File: src/rtl/spi_slave_sync_edge.sv
// Two-flop synchronizer plus a history flop for one asynchronous SPI pin.
// Outputs the synced level and single-cycle rise/fall strobes in the clock domain.
module sync_edge #(
    parameter logic INIT = 1'b0
) (
    input  logic clock,
    input  logic reset,
    input  logic d,
    output logic level,
    output logic rise,
    output logic fall
);
    logic meta_r;
    logic sync_r;
    logic hist_r;

    // Capture chain; resets to the pin's idle level so reset release creates no edge.
    always_ff @(posedge clock or posedge reset) begin
        if (reset) begin
            meta_r <= INIT;
            sync_r <= INIT;
            hist_r <= INIT;
        end else begin
            meta_r <= d;
            sync_r <= meta_r;
            hist_r <= sync_r;
        end
    end

    assign level = sync_r;
    assign rise  = sync_r & ~hist_r;
    assign fall  = ~sync_r & hist_r;
endmodule

File: src/rtl/spi_slave.sv
// SPI mode-0 responder, MSB first, W-bit words, with pins oversampled in the clock domain.
// Transmit words are pulled from an in/get/empty source; received words are pushed via out/put.
module spi_slave #(
    parameter int W = 8
) (
    input  logic         clock,
    input  logic         reset,
    input  logic [W-1:0] in,
    output logic         get,
    input  logic         empty,
    output logic [W-1:0] out,
    output logic         put,
    output logic         underrun,
    input  logic         spi_cs_n,
    input  logic         spi_clock,
    input  logic         spi_mosi,
    output logic         spi_miso,
    output logic         spi_miso_en
);
    localparam int CW = $clog2(W);
    localparam logic [CW-1:0] LAST_BIT = CW'(W - 1);

    typedef enum logic {
        IDLE   = 1'b0,
        ACTIVE = 1'b1
    } state_t;

    state_t        state_r;
    logic [W-1:0]  tx_shift_r;
    logic [W-1:0]  rx_shift_r;
    logic [W-1:0]  load_word_s;
    logic [CW-1:0] cnt_r;
    logic          reload_r;
    logic [1:0]    settle_r;
    logic          armed_r;

    logic cs_level_s, cs_rise_s, cs_fall_s;
    logic sck_level_unused_s, sck_rise_s, sck_fall_s;
    logic mosi_s, mosi_rise_unused_s, mosi_fall_unused_s;

    sync_edge #(.INIT(1'b1)) u_sync_cs (
        .clock(clock), .reset(reset), .d(spi_cs_n),
        .level(cs_level_s), .rise(cs_rise_s), .fall(cs_fall_s)
    );

    sync_edge #(.INIT(1'b0)) u_sync_sck (
        .clock(clock), .reset(reset), .d(spi_clock),
        .level(sck_level_unused_s), .rise(sck_rise_s), .fall(sck_fall_s)
    );

    sync_edge #(.INIT(1'b0)) u_sync_mosi (
        .clock(clock), .reset(reset), .d(spi_mosi),
        .level(mosi_s), .rise(mosi_rise_unused_s), .fall(mosi_fall_unused_s)
    );

    // Word to load next: the source word, or all-ones when the source is empty.
    always_comb begin
        if (empty) begin
            load_word_s = {W{1'b1}};
        end else begin
            load_word_s = in;
        end
    end

    // Frame arming: the synchronizer starts at cs_n=1, so a CS already low at reset
    // release would look like a fresh fall; only arm once the chain has flushed and shows CS high.
    always_ff @(posedge clock or posedge reset) begin
        if (reset) begin
            settle_r <= 2'd0;
            armed_r  <= 1'b0;
        end else begin
            if (settle_r != 2'd3) begin
                settle_r <= settle_r + 2'd1;
            end
            armed_r <= armed_r | ((settle_r == 2'd3) & cs_level_s);
        end
    end

    // Frame FSM with shift registers and registered handshake/pad outputs.
    always_ff @(posedge clock or posedge reset) begin
        if (reset) begin
            state_r     <= IDLE;
            tx_shift_r  <= {W{1'b0}};
            rx_shift_r  <= {W{1'b0}};
            cnt_r       <= {CW{1'b0}};
            reload_r    <= 1'b0;
            get         <= 1'b0;
            put         <= 1'b0;
            underrun    <= 1'b0;
            out         <= {W{1'b0}};
            spi_miso    <= 1'b0;
            spi_miso_en <= 1'b0;
        end else begin
            get      <= 1'b0;
            put      <= 1'b0;
            underrun <= 1'b0;
            case (state_r)
                IDLE: begin
                    cnt_r    <= {CW{1'b0}};
                    reload_r <= 1'b0;
                    if (cs_fall_s && armed_r) begin
                        state_r     <= ACTIVE;
                        spi_miso_en <= 1'b1;
                        tx_shift_r  <= load_word_s;
                        spi_miso    <= load_word_s[W-1];
                        get         <= ~empty;
                        underrun    <= empty;
                    end else begin
                        spi_miso_en <= 1'b0;
                        spi_miso    <= 1'b0;
                    end
                end
                ACTIVE: begin
                    // CS release takes priority over a coincident SCK edge.
                    if (cs_rise_s) begin
                        state_r     <= IDLE;
                        cnt_r       <= {CW{1'b0}};
                        reload_r    <= 1'b0;
                        rx_shift_r  <= {W{1'b0}};
                        spi_miso_en <= 1'b0;
                        spi_miso    <= 1'b0;
                    end else if (sck_rise_s) begin
                        rx_shift_r <= {rx_shift_r[W-2:0], mosi_s};
                        if (cnt_r == LAST_BIT) begin
                            out      <= {rx_shift_r[W-2:0], mosi_s};
                            put      <= 1'b1;
                            cnt_r    <= {CW{1'b0}};
                            reload_r <= 1'b1;
                        end else begin
                            cnt_r <= cnt_r + CW'(1);
                        end
                    end else if (sck_fall_s) begin
                        if (reload_r) begin
                            reload_r   <= 1'b0;
                            tx_shift_r <= load_word_s;
                            spi_miso   <= load_word_s[W-1];
                            get        <= ~empty;
                            underrun   <= empty;
                        end else begin
                            tx_shift_r <= {tx_shift_r[W-2:0], 1'b0};
                            spi_miso   <= tx_shift_r[W-2];
                        end
                    end
                end
                default: begin
                    state_r     <= IDLE;
                    spi_miso_en <= 1'b0;
                    spi_miso    <= 1'b0;
                end
            endcase
        end
    end
endmodule

File: config.mk
export PLATFORM = sky130hd
export DESIGN_NAME = spi_slave
export DESIGN_NICKNAME = d
export VERILOG_FILES = /design/src/rtl/spi_slave_sync_edge.sv /design/src/rtl/spi_slave.sv
export SDC_FILE = /design/constraint.sdc
export NUM_CORES = 1
export LEC_CHECK = 0
export ABC_AREA = 1
export CORE_MARGIN = 2
export CORE_UTILIZATION = 53
export CTS_CLUSTER_DIAMETER = 120
export DETAILED_ROUTE_END_ITERATION = 8
export PLACE_DENSITY_LB_ADDON = 0.12
export SLEW_MARGIN = 20
export SYNTH_ARGS = -nofsm -noshare
export SYNTH_HDL_FRONTEND = slang
export SYNTH_SLANG_ARGS = --single-unit
File: constraint.sdc
create_clock -name clock -period 1.56 [get_ports clock]
set_input_delay 0.39 -clock clock [delete_from_list [all_inputs] [get_ports clock]]
set_output_delay 0.39 -clock clock [all_outputs]
set_load 0.005 [all_outputs]
==> impl_metrics.ini, run 1 <==
[grt]
grt_max_degree = 44
use_met3_pct = 4.58
top_usage_layer = met2
antenna_found_initial = 0
grtUsageTotal_pct = 18.7
grt_pass1_vias = 1366
groute.layer.met1.usage_pct = 23.3
grt_use_met2_pct = 31.6
grt.overflow.total = 0
grt_pass1_wl_um = 5960

[cts]
numCtsBuffers = 5
cts_tree = yes
hold_buffers = 0
clk_root_buffer_cell = clkbuf_4
insertion_delay_ns = 0.35
path_clk_slew_ns = 0.12
clk_path_buf_depth = 2
cts_sinks = 43
htreeDepth = 2

[layout]
final_common_cell = nand2_1
diodes = 0
area_growth_pct = 22.1
fin_cells = 291
design.final.nets = 265
layout_common_cells = nand2_1 (85), dfrtp_1 (40), nand3_1 (20)
stdcell_area_um2 = 2330
drive_gt1_share_pct = 11.8

[placement]
placed_cell_area_um2 = 2230
dp_hpwl_um = 2420
dp_slack_ns = -0.0501
place_inst = 281
gp_congestion = 0.821
port_buffers = 26

[drt]
vias_per_cell = 5.01
drt_wl_total_um = 3360
num_vias = 1458
post-route-drc-count = 0
drtAntennaViolNets = 0
dr.pass1.iters = 4
drt-initial-drc-count = 109
wire_per_inst_um = 11.6

[synthesis]
synth.avg_cell_area_um2 = 9.05
seq_area_frac_synth_pct = 56.6
netlist.top_cell.by_area = dfrtp_1
yosysTopAreaCellShare_pct = 52.4
syn_nets = 232
synth_seq_cells = 43
ys_warn_count = 0
yosysUniqueCellTypes = 23
netlist_area_um2 = 1910
postSynthCellCount = 211
synthTopCellsByArea = dfrtp_1 (52%), nand2_1 (17%), nand3_1 (5.2%)

[outcome]
status = finished, final reports clean

[critical_path]
slowest_stage = dfrtp_1
path_max_fanout = 17
reg2regPathDepth = 7
critPathArrivalTime_ns = 1.68
path_cells = inv_1 > ha_1 > inv_1 > nor2_8 > nand2_4 > nand2_1 > nand2_1
ff2ff_setup_slack_ns = 0.13
cp.required_ns = 1.81
r2r_end = out[1]
endpoint_kind = register
setup.worst_path.class = reg -> reg
cpPeakStageDelay_ns = 0.42
start_kind = register
reg2reg_from = u_sync_sck.hist_r

[die]
dieArea_um2 = 4100
fp.dieW_um = 64.0
start_util_pct = 56.3
die_h_um = 64.0
std_cell_rows = 21
core-area_um2 = 3390
io_pins = 27

[sta]
setup_viol = 0
fin_ws_ns = 0.134
worst_pin_slew_ns = 0.328
fin_hold_ws_ns = 0.368
clock_skew_ns = 0.0119
max_freq_mhz = 701
hold_violations = 0
slew_headroom_pct = 78.1
rsz0062_at_grt = false
period_share_pct = 91.4
min_period_ns = 1.43
slew_viol_final = 0

[power_and_ir_drop]
p_comb_share_pct = 16.2
p_int_mw = 1.94
ir_drop_mv = 1.06
p_seq_share_pct = 51.5
cellLeakagePower_nw = 1.32
switchingPower_mw = 0.671
p_sw_share_pct = 25.7
fin_total_pwr_mw = 2.61
clock_power_share_pct = 32.4
powerDensity_nw_per_um2 = 1120

[hold_path]
worstHoldPathType = in -> async

[run]
max_cap_viol_count = 0
-- cell type report --
type                    count  area, um^2
well taps                  46        57.6
fillers                   277        1060
flip-flops and latches     43        1080
repair buffers             32         302
clock buffers               6        41.3
clock inverters             2        60.1
multi-input cells         146         731
inverters                  16        60.1
-- cell usage after synthesis, drive strengths merged --
cell type and n:
nand4 2, buf 6, dfrtp 40, a211oi 1, dfstp 3, nor3 3, o21ai 7, ha 7
inv 16, mux2 1, nand2 93, a21oi 1, nor2 9, xnor2 1, nand3 20, o21a 1
-- state kept, by name, summed over array words and instances, names as in the netlist, 2 cells and up --
| register | count |
|---|---|
| settle_r | 2 |
| out | 8 |
| rx_shift_r | 7 |
| tx_shift_r | 7 |
| cnt_r | 3 |
-- worst max-delay path, delay by kind of cell (launching register included) --
kind                       cells  cell delay [ns]
buffers and inverters          2             0.22
and+or+nand+nor                4             0.54
DFF                            1             0.42
adders and majority gates      1             0.16
-- routing by layer --
layer  vias to the layer above  wire length (um)
li1                        726                 -
met5                         -                 0
met4                         0                54
met3                         5               150
met2                        38              1640
met1                       689              1520
-- stage by stage --
stage	util, %	setup TNS [ns]
final	68.8	0
after global routing	68.8	0
after CTS	68.7	0
after detailed placement	65.7	-0.0677
after global placement	65.7	0
after floorplan	-	0
-- timing repair --
item	CTS	global route
cloned	0	0
gates resized for setup	13	1
setup endpoints to repair	13	1
setup buffers	2	0
-- logic make-up (layout without fill, tap and decap cells) --
logic type	count (synthesis)	count (layout)	share of synthesized area (%)
muxes	1	1	0.590
buffers and inverters	22	56	5.31
and+or+nand+nor	127	127	29.4
DFF	43	43	56.6
xor gates and xnor gates	1	1	0.459
AOI/OAI and AO/OA	10	10	3.08
adders and majority gates	7	7	4.59
-- worst max path at each step --
stage,startpoint,endpoint,depth (start not counted)
global placement,empty,spi_miso,7
global route,u_sync_sck.hist_r,out[4],7
detailed placement,empty,spi_miso,7
CTS,u_sync_sck.hist_r,out[1],7
floorplan,reset,armed_r,1
finish,u_sync_sck.hist_r,out[1],7
-- power by group through the flow --
stage	Clock [mW]	Combinational, mW	Sequential [mW]
floorplan	0	0.321	1.34
global placement	0	0.416	1.36
detailed placement	0	0.429	1.36
CTS	0.865	0.427	1.34
global route	0.914	0.483	1.36
finish	0.844	0.421	1.34
Power figures use the tool's default switching activity.
==> run 2, diff against run 1 <==
CTS_CLUSTER_DIAMETER = 100   (was 120)
==> results of run 2 <==
Same layout as run 1: the final DEF is identical, and so are final timing and power.
